$ cat src/rtl/serial_addsub.sv
// LSB-first multi-cycle adder/subtractor: DIGIT bits per clock through a registered
// carry. It exposes a start/busy/done handshake, and its results are registered on completion.
module serial_addsub #(
    parameter int WIDTH = 16,
    parameter int DIGIT = 1
) (
    input  logic             clk,
    input  logic             rst_n,
    input  logic             start,
    input  logic             sub,
    input  logic [WIDTH-1:0] a,
    input  logic [WIDTH-1:0] b,
    input  logic             ci,
    output logic             busy,
    output logic             done,
    output logic [WIDTH-1:0] sum,
    output logic             co,
    output logic             ovf
);

    localparam int N  = WIDTH / DIGIT;
    localparam int CW = (N > 1) ? $clog2(N) : 1;
    localparam logic [CW-1:0] LAST = CW'(N - 1);

    typedef enum logic [1:0] {
        IDLE = 2'b00,
        RUN  = 2'b01,
        DONE = 2'b10
    } state_t;

    state_t           state_r;
    state_t           state_nx_s;
    logic [WIDTH-1:0] opa_r;
    logic [WIDTH-1:0] opb_r;
    logic [WIDTH-1:0] acc_r;
    logic [WIDTH-1:0] acc_nx_s;
    logic             carry_r;
    logic [CW-1:0]    cnt_r;
    logic [DIGIT:0]   ext_s;
    logic             cmsb_s;
    logic             load_s;
    logic             last_s;

    function automatic logic [DIGIT:0] slice_add(input logic [DIGIT-1:0] x,
                                                 input logic [DIGIT-1:0] y,
                                                 input logic             c);
        slice_add = {1'b0, x} + {1'b0, y} + (DIGIT+1)'(c);
    endfunction

    // Next-state decode and operand-load / completion strobes
    always_comb begin
        state_nx_s = state_r;
        load_s     = 1'b0;
        last_s     = 1'b0;
        case (state_r)
            IDLE: begin
                if (start) begin
                    state_nx_s = RUN;
                    load_s     = 1'b1;
                end else begin
                    state_nx_s = IDLE;
                end
            end
            RUN: begin
                if (cnt_r == LAST) begin
                    state_nx_s = DONE;
                    last_s     = 1'b1;
                end else begin
                    state_nx_s = RUN;
                end
            end
            DONE: begin
                if (start) begin
                    state_nx_s = RUN;
                    load_s     = 1'b1;
                end else begin
                    state_nx_s = IDLE;
                end
            end
            default: state_nx_s = IDLE;
        endcase
    end

    // Current slice sum; the carry into the operand MSB is recovered from the sum bit
    always_comb begin
        ext_s    = slice_add(opa_r[DIGIT-1:0], opb_r[DIGIT-1:0], carry_r);
        cmsb_s   = ext_s[DIGIT-1] ^ opa_r[DIGIT-1] ^ opb_r[DIGIT-1];
        acc_nx_s = acc_r >> DIGIT;
        acc_nx_s[WIDTH-1 -: DIGIT] = ext_s[DIGIT-1:0];
    end

    // State, datapath and registered result outputs
    always_ff @(posedge clk) begin
        if (!rst_n) begin
            state_r <= IDLE;
            busy    <= 1'b0;
            done    <= 1'b0;
            opa_r   <= {WIDTH{1'b0}};
            opb_r   <= {WIDTH{1'b0}};
            acc_r   <= {WIDTH{1'b0}};
            carry_r <= 1'b0;
            cnt_r   <= {CW{1'b0}};
            sum     <= {WIDTH{1'b0}};
            co      <= 1'b0;
            ovf     <= 1'b0;
        end else begin
            state_r <= state_nx_s;
            busy    <= (state_nx_s == RUN);
            done    <= (state_nx_s == DONE);
            if (load_s) begin
                opa_r   <= a;
                opb_r   <= b ^ {WIDTH{sub}};
                carry_r <= ci ^ sub;
                acc_r   <= {WIDTH{1'b0}};
                cnt_r   <= {CW{1'b0}};
            end else if (state_r == RUN) begin
                opa_r   <= opa_r >> DIGIT;
                opb_r   <= opb_r >> DIGIT;
                carry_r <= ext_s[DIGIT];
                acc_r   <= acc_nx_s;
                cnt_r   <= last_s ? {CW{1'b0}} : cnt_r + CW'(1'b1);
            end
            if (last_s) begin
                sum <= acc_nx_s;
                co  <= ext_s[DIGIT];
                ovf <= cmsb_s ^ ext_s[DIGIT];
            end
        end
    end

endmodule

$ cat config.mk
export PLATFORM = sky130hd
export DESIGN_NAME = serial_addsub
export DESIGN_NICKNAME = d
export VERILOG_FILES = /design/src/rtl/serial_addsub.sv
export SDC_FILE = /design/constraint.sdc
export NUM_CORES = 1
export LEC_CHECK = 0
export CAP_MARGIN = 20
export CORE_MARGIN = 2
export CORE_UTILIZATION = 47
export DETAILED_ROUTE_END_ITERATION = 10
export GPL_ROUTABILITY_DRIVEN = 0
export HOLD_SLACK_MARGIN = 0.1
export MAX_ROUTING_LAYER = met4
export PLACE_DENSITY = 0.76
export RECOVER_POWER = 25
export SYNTH_ARGS = -nofsm -noshare
export SYNTH_HDL_FRONTEND = slang
export SYNTH_SLANG_ARGS = --single-unit
$ cat constraint.sdc
create_clock -name clk -period 1.3 [get_ports clk]
set_input_delay 0.39 -clock clk [delete_from_list [all_inputs] [get_ports clk]]
set_output_delay 0.39 -clock clk [all_outputs]
set_load 0.1 [all_outputs]
==> summary.txt <==
Critical path
  • Slowest cell on the critical path: fa_2
  • Max incr delay on CP: 0.60 ns
  • Worst-path maximum fanout: 2
  • Crit path required time: 1.54 ns
  • CP startpoint kind: register
  • Worst Reg-to-Reg Cells: 4
  • Crit-path cells: fa_2 > xnor2_2 > xnor2_1 > a311oi_1
  • Data arrival, critical path: 1.71 ns
  • WS Path Type: reg -> reg
  • Endpoint class of the critical path: register

Clock network
  • Num CTS Buffers: 9
  • Worst skew pair latency: 0.34 ns
  • H-tree depth reported by CTS: 3
  • Hold_buf cts: 0
  • CTS Sinks: 74
  • Root Driver: clkbuf_8
  • Worst-path clk slew: 0.07 ns
  • CTS tree: yes
  • CTS Buffer Depth: 2

Hold path
  • Hold crit path type: reg -> reg
  • Hold path depth: 2

Routing
  • Pre-antenna DRT Iters: 4
  • Met2 wire length: 3680 µm
  • Vias: 2,852
  • WL per Instance: 14.0 µm
  • Post-Route M1 WL: 3220 µm
  • Routed length on met3: 319 µm
  • Antenna viol nets, final: 0
  • Max layer used: met4
  • Total Wirelength: 7320 µm
  • DRT iter0 DRCs: 148
  • Drt drc: 0
  • Average vias per placed instance: 5.47

Timing
  • Max Freq: 0.680 GHz
  • Final Cycle Share: 113%
  • Number of max-slew violations in the final report: 0
  • Worst clock skew: 0.00539 ns
  • Relative slew slack: 83.8%
  • Final setup margin: -0.170 ns
  • Final min period: 1.47 ns
  • RSZ-0062 raised after global routing: yes
  • Slew @ Worst Pin: 0.241 ns
  • Setup TNS: -0.334 ns
  • Setup violations, final: 4
  • Hold WS: 0.464 ns
  • Hold Fails Final Rpt: 0

Yosys
  • Top area cells in the synthesized netlist: dfxtp_1, a21oi_1, nand2_1, xor2_1, nand3_1
  • Post-synthesis cell count: 367
  • Synth area leader: dfxtp_1
  • Synth Area per Inst: 8.59 µm²
  • Post-synth top area share: 47.0%
  • Synth cell types: 33
  • Sequential-to-total area share from yosys stat: 47.0%
  • Post-Syn Area: 0.00315 mm²
  • YS warnings: 0
  • Seq cells post-synth: 74
  • Syn Nets: 406

Power
  • Lkg Pwr: 1.68 nW
  • Worst IR Drop VDD: 636 µV
  • Pwr dens: 1190 mW/mm²

Die
  • Row count: 29
  • Die height: 85.9 µm
  • Die ar.: 0.00738 mm²
  • Starting density of the core: 49.1%
  • Width of the chip: 85.9 µm
  • I/O pins: 57
  • Core area: 0.00642 mm²

Global routing
  • First-pass GRT wire length: 12,200 µm
  • Total GRT Usage: 21.3%
  • Number of global-route vias before repair: 2,694
  • Largest net degree at the start of global routing: 34
  • Overflow after GRT: 0
  • Initial antenna violation count: 0

Placement
  • Detailed placement HPWL: 4840 µm
  • Port Buffers: 56

Job
  • Max Cap Viol: 0

Final layout
  • Final Util: 71.5%
  • Antenna cells: 0
  • Layout Nets: 478
  • Share of layout cells above drive strength 1: 26.4%
  • Area Growth Syn to Fin: 45.7%

Run status
  • Failing checks: setup timing
  • Status: finished, violations left
[layout by cell type, fill, tap and decap left out, drive strengths merged, types with 17 or more instances in the layout]
| cell | n |
|---|---|
| buf | 53 |
| a21oi | 50 |
| xor2 | 18 |
| clkbuf | 17 |
| nand3 | 28 |
| o21ai | 18 |
| nand2 | 64 |
| clkdlybuf4s50 | 34 |
| nor3 | 17 |
| dfxtp | 74 |
[cell usage after synthesis]
| master | n |
|---|---|
| inv_2 | 1 |
| nand2b_4 | 1 |
| and3b_1 | 1 |
| fa_1 | 1 |
| xor2_1 | 18 |
| o21ai_0 | 18 |
| buf_1 | 2 |
| buf_4 | 8 |
| and2b_1 | 1 |
| nand2_2 | 1 |
| mux2i_1 | 1 |
| a21oi_1 | 50 |
| nor3_1 | 17 |
| nand3_1 | 28 |
| buf_2 | 13 |
| o22ai_1 | 7 |
| a22oi_1 | 10 |
| nor2_1 | 15 |
| and2_1 | 1 |
| buf_6 | 4 |
| a211o_1 | 1 |
| ha_1 | 1 |
| xnor2_1 | 3 |
| nor2b_1 | 1 |
| nand2b_1 | 1 |
| nand2_1 | 63 |
| nand3b_1 | 2 |
| a311oi_2 | 6 |
| a311oi_1 | 9 |
| dfxtp_1 | 74 |
| a21o_1 | 1 |
| nand4b_1 | 1 |
| clkbuf_1 | 6 |
[worst max-delay path, delay by kind of cell, from the launching register on]
family	cells	cell delay (ns)
DFF	1	0.34
xor gates and xnor gates	2	0.21
adders and majority gates	1	0.60
AOI/OAI and AO/OA	1	0.24
[registers in the layout (all words and copies together), names as in the netlist, 2 cells and up]
register	count
sum	16
acc_r	15
cnt_r	4
opa_r	16
opb_r	16
state_r	2
[stage by stage]
stage	setup WS, ns	power, mW	instances	instance area, µm²
2_1_floorplan	-0.0748	2.93	367	3180
3_3_place_gp	-0.310	3.20	500	4180
6_report	-0.170	5.46	521	4590
3_5_place_dp	-0.384	3.22	500	4180
4_1_cts	-0.189	5.45	517	4490
5_1_grt	-0.251	5.68	521	4590
[metal layers]
layer / vias to the layer above / global-route usage (%)
li1: 1427 / -
met4: 0 / 8.51
met3: 7 / 4.23
met1: 1341 / 26.3
met5: - / -
met2: 77 / 34.4
[path summary, 6_finish.rpt]
check,from,to,slack [ns]
setup / recovery,carry_r,ovf,-0.17
setup reg to reg,carry_r,ovf,-0.17
hold reg to reg,acc_r[1],acc_r[1],0.46
hold / removal,acc_r[1],acc_r[1],0.46
[final cells by class]
class | instances | area, µm²
sequential | 74 | 1510
tap | 77 | 96.3
timing repair buffer | 94 | 1210
multi-input combinational | 259 | 1520
clock buffer | 12 | 155
clock inverter | 4 | 97.6
inverter | 1 | 3.75
fill | 468 | 1830
[cell families (layout without fill, tap and decap cells)]
group	count (synthesis)	after routing	share of synthesized area (%)
compound gates	102	102	20.4
xor+xnor	21	21	5.83
mux	1	1	0.317
buf+inv	34	111	6.47
flops	74	74	47.0
fa+ha+maj	2	2	1.03
simple gates	133	133	18.9
[power by group]
part | leakage (nW) | internal (mW) | switching [mW]
registers | 0.615 | 2.37 | 0.0649
logic | 0.938 | 0.436 | 0.394
clock network | 0.123 | 1.38 | 0.811
total | 1.68 | 4.19 | 1.27
[repair_timing]
action,4_1_cts,5_1_grt
pin swaps,2,2
gates resized for setup,11,22
buffers inserted,0,1
cloned,1,3
setup endpoints to repair,20,50
endpoints found under the hold margin,0,0
Power figures use the tool's default switching activity.
